`src/rtl/mac_pkg.sv`:
```
// ============================================================================
// mac_pkg -- shared defaults and state encoding for the MAC engine.
// Revision: 1.0
// ============================================================================
`default_nettype none

package mac_pkg;

  localparam int MAC_DATA_W = 8;
  localparam int MAC_ACC_W  = 16;
  localparam int MAC_K      = 3;

  typedef enum logic [0:0] {
    IDLE  = 1'b0,
    ACCUM = 1'b1
  } mac_state_e;

endpackage

`default_nettype wire

```
`src/rtl/mac_mult_reg.sv`:
```
// ============================================================================
// mac_mult_reg -- stage-1 registered unsigned product with a valid bit.
// Revision: 1.0
// ============================================================================
`default_nettype none

module mac_mult_reg #(
  parameter int DATA_W = 8,
  parameter int ACC_W  = 16
) (
  input  logic              clk,
  input  logic              reset,
  input  logic              flush_i,
  input  logic              en_i,
  input  logic [DATA_W-1:0] a_i,
  input  logic [DATA_W-1:0] b_i,
  output logic [ACC_W-1:0]  prod_o,
  output logic              vld_o
);

  logic [ACC_W-1:0] prod_q;
  logic             vld_q;
  logic [ACC_W-1:0] w_prod;

  // Product is taken modulo 2^ACC_W; resizing the operands first is exact for that.
  assign w_prod = ACC_W'(a_i) * ACC_W'(b_i);

  always_ff @(posedge clk) begin
    if (reset || flush_i) begin
      prod_q <= '0;
      vld_q  <= 1'b0;
    end else begin
      vld_q <= en_i;
      if (en_i) begin
        prod_q <= w_prod;
      end
    end
  end

  assign prod_o = prod_q;
  assign vld_o  = vld_q;

endmodule

`default_nettype wire

```
`src/rtl/mac_engine.sv`:
```
// ============================================================================
// mac_engine -- two-stage K-term unsigned dot-product engine with saturation.
// Revision: 1.0
// ============================================================================
`default_nettype none

module mac_engine
  import mac_pkg::*;
#(
  parameter int DATA_W = MAC_DATA_W,
  parameter int ACC_W  = MAC_ACC_W,
  parameter int K      = MAC_K
) (
  input  logic              clk,
  input  logic              reset,
  input  logic              enable,
  input  logic [DATA_W-1:0] a_in,
  input  logic [DATA_W-1:0] b_in,
  input  logic              clear,
  output logic [ACC_W-1:0]  mac_out,
  output logic              mac_valid,
  output logic              mac_ovf,
  output logic              busy
);

  localparam int               CNT_W    = (K > 1) ? $clog2(K) : 1;
  localparam logic [CNT_W-1:0] LAST_CNT = CNT_W'(K - 1);
  localparam logic [0:0]       ST_IDLE  = IDLE;
  localparam logic [0:0]       ST_ACCUM = ACCUM;

  logic [ACC_W-1:0] w_prod;
  logic             w_prod_vld;

  logic [0:0]       state_q, state_d;
  logic [CNT_W-1:0] cnt_q, cnt_d;
  logic [ACC_W-1:0] acc_q, acc_d;
  logic             ovf_q, ovf_d;
  logic [ACC_W-1:0] out_q, out_d;
  logic             out_ovf_q, out_ovf_d;
  logic             valid_q, valid_d;

  logic [ACC_W-1:0] w_base;
  logic [ACC_W:0]   w_sum;
  logic [ACC_W-1:0] w_sat;
  logic             w_ovf_new;

  mac_mult_reg #(
    .DATA_W (DATA_W),
    .ACC_W  (ACC_W)
  ) u_mult (
    .clk     (clk),
    .reset   (reset),
    .flush_i (clear),
    .en_i    (enable),
    .a_i     (a_in),
    .b_i     (b_in),
    .prod_o  (w_prod),
    .vld_o   (w_prod_vld)
  );

  // The first term of a product loads rather than adds, so no separate clear of acc is needed.
  always_comb begin
    w_base    = (cnt_q == '0) ? '0 : acc_q;
    w_sum     = {1'b0, w_base} + {1'b0, w_prod};
    w_sat     = w_sum[ACC_W] ? '1 : w_sum[ACC_W-1:0];
    w_ovf_new = ((cnt_q != '0) && ovf_q) || w_sum[ACC_W];
  end

  always_comb begin
    state_d   = state_q;
    cnt_d     = cnt_q;
    acc_d     = acc_q;
    ovf_d     = ovf_q;
    out_d     = out_q;
    out_ovf_d = out_ovf_q;
    valid_d   = 1'b0;
    if (clear) begin
      state_d = ST_IDLE;
      cnt_d   = '0;
      acc_d   = '0;
      ovf_d   = 1'b0;
    end else if (w_prod_vld) begin
      if (cnt_q == LAST_CNT) begin
        out_d     = w_sat;
        out_ovf_d = w_ovf_new;
        valid_d   = 1'b1;
        state_d   = ST_IDLE;
        cnt_d     = '0;
        acc_d     = w_sat;
        ovf_d     = 1'b0;
      end else begin
        state_d = ST_ACCUM;
        cnt_d   = cnt_q + CNT_W'(1);
        acc_d   = w_sat;
        ovf_d   = w_ovf_new;
      end
    end
  end

  always_ff @(posedge clk) begin
    if (reset) begin
      state_q   <= ST_IDLE;
      cnt_q     <= '0;
      acc_q     <= '0;
      ovf_q     <= 1'b0;
      out_q     <= '0;
      out_ovf_q <= 1'b0;
      valid_q   <= 1'b0;
    end else begin
      state_q   <= state_d;
      cnt_q     <= cnt_d;
      acc_q     <= acc_d;
      ovf_q     <= ovf_d;
      out_q     <= out_d;
      out_ovf_q <= out_ovf_d;
      valid_q   <= valid_d;
    end
  end

  assign mac_out   = out_q;
  assign mac_ovf   = out_ovf_q;
  assign mac_valid = valid_q;
  assign busy      = (state_q == ST_ACCUM) || w_prod_vld;

endmodule

`default_nettype wire

```
`config.mk`:
```
export PLATFORM = sky130hd
export DESIGN_NAME = mac_engine
export DESIGN_NICKNAME = d
export VERILOG_FILES = /design/src/rtl/mac_pkg.sv /design/src/rtl/mac_mult_reg.sv /design/src/rtl/mac_engine.sv
export SDC_FILE = /design/constraint.sdc
export NUM_CORES = 1
export LEC_CHECK = 0
export CORE_MARGIN = 2
export CORE_UTILIZATION = 35
export DETAILED_ROUTE_END_ITERATION = 7
export PLACE_DENSITY_LB_ADDON = 0.3
export RECOVER_POWER = 50
export SLEW_MARGIN = 20
export SYNTH_ARGS = -nofsm -noshare
export SYNTH_HDL_FRONTEND = slang
export SYNTH_SLANG_ARGS = --single-unit
```
`constraint.sdc`:
```
create_clock -name clk -period 7.6 [get_ports clk]
set_input_delay 1.52 -clock clk [delete_from_list [all_inputs] [get_ports clk]]
set_output_delay 1.52 -clock clk [all_outputs]
set_load 0.03 [all_outputs]
```
==> qor.csv <==
stage,metric,value,unit
status,status,"finished, final reports clean",
cts,cts_max_level,2,
setup_path,arrival,6.05,ns
synth,synth-seq-area-share,22.0,%
setup_path,r2r_cells,12,
cts,clk_latency,0.29,ns
sta,tns,0,ns
synth,synthXorXnorAreaFrac,3.47,%
grt,grt_max_degree,32,
synth,yosysUniqueCellTypes,60,
placed_design,placed_cells,761,
setup_path,end_kind,flip-flop,
synth,syn_avg_cell_area,8.92,um^2
min_path,hold_path.class,flip-flop to flip-flop,
floorplanning,die_area,15300,um^2
drt,avgViaCountPerCell,5.10,
pwr,power_density,188,nW/um^2
run,drv_cap,0,
drt,drt-pass1-iter-count,4,
sta,relSlewSlack,21.2,%
synth,synth_warnings,0,
drt,drc,0,
cts,clockRootBuffer,clkbuf_16,
cts,clock_path_buffers,2,
grt,grt_pass1_vias,4054,
sta,rsz0062_at_grt,false,
cts,postCtsHoldBufs,0,
synth,synthFlopType,dfxtp_1,
synth,yosys.area_share.simple,19.3,%
grt,gr-usage-all-layers,14.9,%
cts,clkTransAtPathRegs,0.07,ns
synth,synth-seq-cells,55,
setup_path,cp_max_fo,8,
synth,synth_fa_ha_area_share,27.8,%
cts,cts_buffers,5,
cts,cts_sinks,55,
cts,cts_tree,done,
pwr,max-vdd-ir-drop,121,uV
drt,vias,3924,
grt,grt_first_pass_wirelength,18.6,mm
drt,wirelength,10.5,mm
cells_and_area,final_common_cell,dfxtp_1,
cells_and_area,fin_nets,697,
grt,overflow,0,
cts,postCtsSetupBuffers,0,
sta,post-route-period-util,78.0,%
synth,synthMuxAreaShare,2.60,%
drt,ant_nets,0,
setup_path,cp-start-kind,input port,
floorplanning,core,13900,um^2
synth,syn_area,5000,um^2
pwr,p_leak,2.53,nW
synth,synth_top_family_by_area,adder cells,
cells_and_area,layout_common_cells,"dfxtp_1, inv_1, ha_1",
synth,syn_inst,561,
synth,ys_async_sr_fraction,0,%
sta,fmax,169,MHz
floorplanning,rows,43,
floorplanning,ios,39,
drt,wl_per_cell,13.7,um
placed_design,io_buffers,38,
sta,report.final.slew_viol_count,0,
synth,synth_compound_area_share,19.1,%
floorplanning,die-width,124,um
cells_and_area,drive_gt1_share,5.94,%
placed_design,hpwl,8.56,mm
sta,worstMarginPinSlew,1.18,ns
sta,fin_skew,0.00420,ns
cells_and_area,n_antenna_cell,0,
grt,antenna_found_initial,0,
cts,cts.repair.resized,0,
setup_path,ff2ff_setup_slack,3.48,ns
cells_and_area,final_cells,769,
sta,layout_min_cycle_time,5.93,ns
min_path,min_delay_path_depth,2,
synth,synth_fp_nets,670,
sta,setup_viol,0,
placed_design,place_congestion,0.877,
floorplanning,start_util,35.9,%
floorplanning,dieHeight,124,um
setup_path,required,7.73,ns
drt,drt_iter0_drc,165,
setup_path,crit_type,input port to flip-flop,
cells_and_area,syn_to_final_growth,13.0,%
cells_and_area,n_fill_cell,1365,
sta,timing_hold_violations_final,0,
synth,synth_edf_count,0,
cell families after synthesis:
| kind of cell | Yosys count |
|---|---|
| AND/OR/NAND/NOR | 180 |
| AO/OA/AOI/OAI | 131 |
| adder cells (fa/ha/maj) | 89 |
| buffers and inverters | 74 |
| flip-flops | 55 |
| XOR/XNOR | 19 |
| multiplexers | 13 |
routing by layer:
metal / track usage (%) / wire (um) / vias up
li1: - / - / 1963
met1: 19.4 / 4740 / 1901
met2: 26.6 / 5380 / 48
met3: 1.92 / 238 / 12
met4: 2.70 / 132 / 0
met5: 0 / 0 / -
power breakdown:
group	switching, W	internal (W)	total, W
clock network	0.000107	0.000157	0.000264
registers	0.0000102	0.000303	0.000313
logic	0.000270	0.000217	0.000487
total	0.000388	0.000676	0.00106
synth_stat cells, drive strengths merged (5+ instances only):
master  instances  area (um^2)
a31oi           7         43.8
nand2          28          105
nand2b          7         43.8
buf             8         42.5
fa             37          741
nand3           8         40.0
ha             52          651
xor2            6         52.6
inv            54          203
clkbuf         12         45.0
and2           50          313
xnor2          13          121
nor2           45          179
o211ai          5         61.3
a211oi         24          235
or2             7         43.8
mux2i          13          130
o21ai          29          145
dfxtp          55         1100
a21oi          33          173
nor2b          16          108
o21a            5         37.5
a21o           11         83.8
worst max-delay path, cell delays in order:
cell             delay [ns]
clkdlybuf4s50_1        0.63
nand2_1                0.13
fa_1                   0.51
fa_1                   0.55
inv_1                  0.05
fa_1                   0.52
inv_1                  0.05
fa_1                   0.53
inv_1                  0.04
ha_1                   0.37
nand3_1                0.14
a211oi_1               0.36
o31ai_1                0.16
a21oi_1                0.19
mux2i_1                0.20
a211oi_1               0.08
final timing paths:
kind	from	to
setup / recovery	b_in[6]	u_mult.prod_o[15]
hold / removal	u_mult.prod_o[11]	u_mult.prod_o[11]
setup reg to reg	cnt_q[1]	mac_out[13]
hold reg to reg	u_mult.prod_o[11]	u_mult.prod_o[11]
final cells by class:
class	count	area, um^2	share of cell area, %
Inverter	54	203	3.58
Clock inverter	3	46.3	0.819
Sequential cell	55	1100	19.5
Multi-Input combinational cell	432	3570	63.1
Tap cell	180	225	3.98
Clock buffer	5	125	2.21
Timing Repair Buffer	40	388	6.86
per-stage QoR:
step / total power (W) / setup WS, ns / cell area (um^2) / utilization [%] / hold slack [ns]
3_5_place_dp: 0.000813 / 1.44 / 5540 / 39.8 / 0.475
4_1_cts: 0.00108 / 1.73 / 5710 / 41.0 / 0.487
6_report: 0.00106 / 1.67 / 5660 / 40.6 / 0.483
2_1_floorplan: 0.000707 / 2.32 / 5000 / - / 0.450
5_1_grt: 0.00116 / 1.42 / 5660 / 40.6 / 0.519
3_3_place_gp: 0.000801 / 1.55 / 5540 / 39.7 / 0.465
flip-flops by register name (all words and copies together) (netlist names):
register       cells
cnt_q              2
ovf_q              1
u_mult.vld_o       1
mac_out           16
u_mult.prod_o     16
state_q            1
mac_ovf            1
mac_valid          1
acc_q             16
Power figures use the tool's default switching activity.
==> patch 1, RTL diff (same flow settings) <==
Change the package constant `MAC_K` from 3 to 6.
--- a/src/rtl/mac_pkg.sv
+++ b/src/rtl/mac_pkg.sv
@@ -9,5 +9,5 @@
   localparam int MAC_DATA_W = 8;
   localparam int MAC_ACC_W  = 16;
-  localparam int MAC_K      = 3;
+  localparam int MAC_K      = 6;
 
   typedef enum logic [0:0] {
Check against the original RTL: not equivalent (a bounded check fails within 10 cycles, from zero or initial values and one cycle with reset high).
==> patch 1 against the unedited design <==
The run now ends with max-capacitance violations, max-slew violations left; cell count up 1.3%; power down 0.41%; first-iteration DRC count up 28%; non-clock buffer count unchanged; combinational power down 3%; wire length down 3.9%; sequential cell count up 1; via count down 0.36%; maximum frequency down 1.9%; critical path depth unchanged; area after synthesis down 2.2%; worst setup slack worse by 0.11 ns; final area down 1.1%.
==> patch 1: results (changes against the unedited design) <==
Logic synthesis
  • Net Count, Synth: 677 (+1.0%)
  • Synth warn: 0 (unchanged)
  • Sequential fraction of the synthesis area: 22.9% (+0.90 points)
  • Top cells by area, synth: dfxtp_1 (23%), fa_1 (15%), ha_1 (13%), and2_1 (6.0%), inv_1 (5.1%)
  • Top post-synthesis cells by count: inv_1 (66), nor2_1 (66), dfxtp_1 (56)
  • Yosys cell types: 46 (-23%)
  • Ys async rst share: 0% (unchanged)
  • Avg Inst Size Synth: 8.62 µm² (-3.4%)

CTS
  • CTS clk-pin slew, worst paths: 0.07 ns (about the same)
  • Cts bufs inserted: 5 (unchanged)
  • Post_cts resized: 0 (unchanged)
  • H-tree Lvls: 2 (unchanged)
  • Post-CTS setup buffers: 0 (unchanged)
  • CTS max path bufs: 2 (unchanged)
  • Clock root cell: clkbuf_16
  • Worst skew pair latency: 0.29 ns (about the same)

Route
  • Met2 WL: 5070 µm (-5.7%)
  • Drt total wl: 10100 µm (-3.9%)
  • Max Used Layer: met4
  • Wire per inst: 12.9 µm (-5.2%)
  • Vias: 3910 (-0.36%)
  • DR iter-0 viols: 211 (+28%)
  • TritonRoute pass-1 iters: 4 (unchanged)
  • Wl on met1: 4620 µm (-2.6%)
  • WL met3: 320 µm (+34%)

Timing
  • Measured slew at the worst slew-check pin: 1.71 ns (+0.527 ns)
  • Max-slew violations: 44 (+44)
  • Clk_skew: 0.00465 ns (+0.000453 ns)

Placed design
  • Pre-CTS setup slack: 1.25 ns (-0.187 ns)
  • Global placement routability congestion: 0.855 (-2.5%)
  • Cells after DPL: 771 (+1.3%)
  • Placed Area: 5450 µm² (-1.6%)
  • Post-DP HPWL: 8210 µm (-4.1%)
  • PortBufs: 38 (unchanged)

Global routing
  • First-pass GRT wire length: 17800 µm (-4.6%)
  • Antenna violations before repair: 0 (unchanged)
  • GR Util All Layers: 14.5% (-0.40 points)
  • Largest net degree at the start of global routing: 39 (+22%)

Critical path
  • CP Data Arrival Time: 6.17 ns (+0.12 ns)
  • CP top delay family: adder cells
  • CP peak stage delay: 0.55 ns (-0.08 ns)
  • Crit-path slowest cell: fa_1
  • Max Fanout on Critical Path: 8 (unchanged)

Run
  • Maximum capacitance violations: 2 (+2)

Status
  • Status: finished, violations left
  • Failing checks: max-capacitance violations, max-slew violations

Worst hold path
  • HP Class: register to register

Final layout
  • Layout cells sized above 1: 3.34% (-2.6 points)
  • # nets final: 707 (+1.4%)

Pwr
  • Leak pwr: 0.00251 µW (-0.72%)
  • Highest ir drop seen on vdd: 0.120 mV (-0.83%)
-- patch 1: where the power goes --
part	switching, µW	total, µW	internal, µW
registers	9.56	317	308
logic	262	472	210
clock network	105	270	165
total	376	1060	683
-- patch 1: final cells by class --
cell class / instances / area (µm²)
Clock inverter: 2 / 38.8
Inverter: 66 / 248
Clock buffer: 6 / 139
Multi-Input combinational cell: 429 / 3430
Tap cell: 180 / 225
Sequential cell: 56 / 1120
Fill cell: 1418 / 8180
Timing Repair Buffer: 40 / 392
-- patch 1: per-layer routing --
| layer | vias up | track usage, % |
|---|---|---|
| li1 | 1961 | - |
| met1 | 1879 | 18.5 |
| met2 | 64 | 26.3 |
| met3 | 6 | 2.42 |
| met4 | 0 | 1.72 |
| met5 | - | 0 |
-- patch 1: kinds of logic (layout without fill, tap and decap cells) --
kind of cell               Yosys count  after routing  synth area share [%]
muxes                               11             11                  2.35
AOI/OAI and AO/OA                  111            111                  16.3
and+or+nand+nor                    197            197                  19.9
xor gates and xnor gates            21             21                  3.76
DFF                                 56             56                  22.9
buffers and inverters               83            114                  6.47
adders and majority gates           89             89                  28.4
-- patch 1: worst min-delay path, stage by stage (launching register included) --
cell and delay (ns):
dfxtp_1 0.31, nor2_1 0.08, a211oi_1 0.05
-- patch 1: final timing paths --
check	startpoint	end	slack, ns	depth (start not counted)
worst max register to register	cnt_q[0]	ovf_q	3.13	13
worst min-delay path	acc_q[8]	acc_q[8]	0.49	2
worst min register to register	acc_q[8]	acc_q[8]	0.49	2
worst max-delay path	b_in[4]	u_mult.prod_o[14]	1.56	16
==> patch 2, RTL diff (same settings) <==
Without the edit above. Register the inputs `enable`, `a_in`, `b_in` and `clear` before use, without a reset. The logic sees them one clock later.
--- a/src/rtl/mac_engine.sv
+++ b/src/rtl/mac_engine.sv
@@ -29,4 +29,16 @@
   localparam logic [0:0]       ST_ACCUM = ACCUM;
 
+  logic enable_q;
+  logic [DATA_W-1:0] a_q;
+  logic [DATA_W-1:0] b_q;
+  logic clear_q;
+
+  always_ff @(posedge clk) begin
+    enable_q <= enable;
+    a_q      <= a_in;
+    b_q      <= b_in;
+    clear_q  <= clear;
+  end
+
   logic [ACC_W-1:0] w_prod;
   logic             w_prod_vld;
@@ -51,8 +63,8 @@
     .clk     (clk),
     .reset   (reset),
-    .flush_i (clear),
-    .en_i    (enable),
-    .a_i     (a_in),
-    .b_i     (b_in),
+    .flush_i (clear_q),
+    .en_i    (enable_q),
+    .a_i     (a_q),
+    .b_i     (b_q),
     .prod_o  (w_prod),
     .vld_o   (w_prod_vld)
@@ -75,5 +87,5 @@
     out_ovf_d = out_ovf_q;
     valid_d   = 1'b0;
-    if (clear) begin
+    if (clear_q) begin
       state_d = ST_IDLE;
       cnt_d   = '0;
Behaviour: not the same (a bounded check fails within 4 cycles, from zero or initial values and one cycle with reset high).
==> patch 2 against the unedited design <==
Via count is 0.94% higher; area after synthesis rose by 4.1%; synthesized cell count increased by 3.2%; final area is 7.1% higher; wire length grew 0.71%; power up 24%; worst setup slack improved by 1.3 ns; sequential cell count is 18 higher; largest power group unchanged; highest routed layer unchanged.
==> patch 2: results (changes against the unedited design) <==
Placed design
  • Global placement routability congestion: 0.902 (+2.8%)
  • Cells after DPL: 785 (+3.2%)
  • Post-DP HPWL: 8190 µm (-4.3%)
  • Placed Area: 5760 µm² (+4.0%)
  • Pre-CTS setup slack: 3.06 ns (+1.62 ns)
  • PortBufs: 38 (unchanged)

Critical path
  • CP top delay family: adder cells
  • Max Fanout on Critical Path: 8 (unchanged)
  • Crit-path slowest cell: fa_1
  • CP peak stage delay: 0.55 ns (-0.08 ns)

Global routing
  • First-pass GRT wire length: 19100 µm (+2.2%)
  • Vias in the first global route: 4218 (+4.0%)
  • GR Util All Layers: 14.6% (-0.30 points)
  • Largest net degree at the start of global routing: 39 (+22%)
  • Antenna violations before repair: 0 (unchanged)

Timing
  • Final setup vio count: 0 (unchanged)
  • Clk_skew: 0.00512 ns (+0.000918 ns)
  • Measured slew at the worst slew-check pin: 1.21 ns (+0.0299 ns)

Route
  • Vias per std cell: 4.95 (-3.1%)
  • DR iter-0 viols: 168 (+1.8%)
  • Wire per inst: 13.2 µm (-3.3%)

Logic synthesis
  • Top post-synthesis cells by count: dfxtp_1 (73), inv_1 (53), nor2_1 (53)
  • Synth warn: 0 (unchanged)
  • Yosys cell types: 47 (-22%)
  • Avg Inst Size Synth: 9.00 µm² (+0.84%)
  • Top cells by area, synth: dfxtp_1 (28%), fa_1 (14%), ha_1 (12%), and2_1 (6.0%), a21oi_1 (4.3%)
  • Sequential fraction of the synthesis area: 28.1% (+6.1 points)
  • Net Count, Synth: 688 (+2.7%)
  • Ys async rst share: 0% (unchanged)

CTS
  • H-tree Lvls: 3 (+1)
  • CTS max path bufs: 2 (unchanged)
  • Post_cts resized: 0 (unchanged)
  • Cts bufs inserted: 9 (+4)
  • Worst skew pair latency: 0.34 ns (+0.05 ns)
  • Post-CTS setup buffers: 0 (unchanged)
  • Clock root cell: clkbuf_16

Final layout
  • Layout fillers: 1429 (+4.7%)
  • Fin cells: 801 (+4.2%)
  • Layout cells sized above 1: 6.00% (+0.054 points)
  • # nets final: 721 (+3.4%)
  • Antenna Cells: 0 (unchanged)

Worst hold path
  • HP Class: register to register

Floorplanning
  • Starting density of the core: 35.8% (-0.078 points)

Pwr
  • Leak pwr: 0.00270 µW (+6.8%)
  • Highest ir drop seen on vdd: 0.107 mV (-12%)

Status
  • Status: finished, final reports clean
[patch 2: kinds of logic (layout without fill, tap and decap cells)]
kind of cell    count (synthesis)  in the layout  share of synthesized area, %
buf+inv                        71            109                          5.28
simple gates                  190            190                          18.9
xor+xnor                       21             21                          3.53
fa+ha+maj                      89             89                          26.7
flops                          73             73                          28.1
mux                            14             14                          2.71
compound gates                121            121                          14.8
[patch 2: final timing paths]
path / start / end / slack, ns / cells after the start
hold reg to reg: u_mult.prod_o[4] / u_mult.prod_o[4] / 0.48 / 2
hold / removal: u_mult.prod_o[4] / u_mult.prod_o[4] / 0.48 / 2
setup / recovery: b_q[7] / u_mult.prod_o[15] / 2.95 / 16
setup reg to reg: b_q[7] / u_mult.prod_o[15] / 2.95 / 16
[patch 2: layout make-up]
class,count,area [µm²],share of cell area (%)
sequential,73,1460,24.1
clock inverter,6,67.6,1.12
tap,184,230,3.80
clock buffer,10,229,3.78
multi-input combinational,435,3470,57.4
timing repair buffer,40,395,6.53
inverter,53,199,3.28
[patch 2: power by group]
| part | internal, µW | total (µW) | switching [µW] |
|---|---|---|---|
| Sequential | 403 | 425 | 22.0 |
| Clock | 255 | 428 | 173 |
| Combinational | 209 | 462 | 253 |
[patch 2: layer usage]
| layer | global-route usage [%] | up-vias | share of wire (%) |
|---|---|---|---|
| li1 | - | 2005 | - |
| met1 | 18.1 | 1914 | 47 |
| met2 | 25.9 | 35 | 50 |
| met3 | 2.55 | 7 | 2.0 |
| met4 | 4.46 | 0 | 1.1 |
| met5 | 0 | - | 0 |
[patch 2: worst min-delay path: cells and delay by family (launching register included)]
kind / cells / cell delay [ns]
compound gates: 1 / 0.04
flops: 1 / 0.31
simple gates: 1 / 0.08
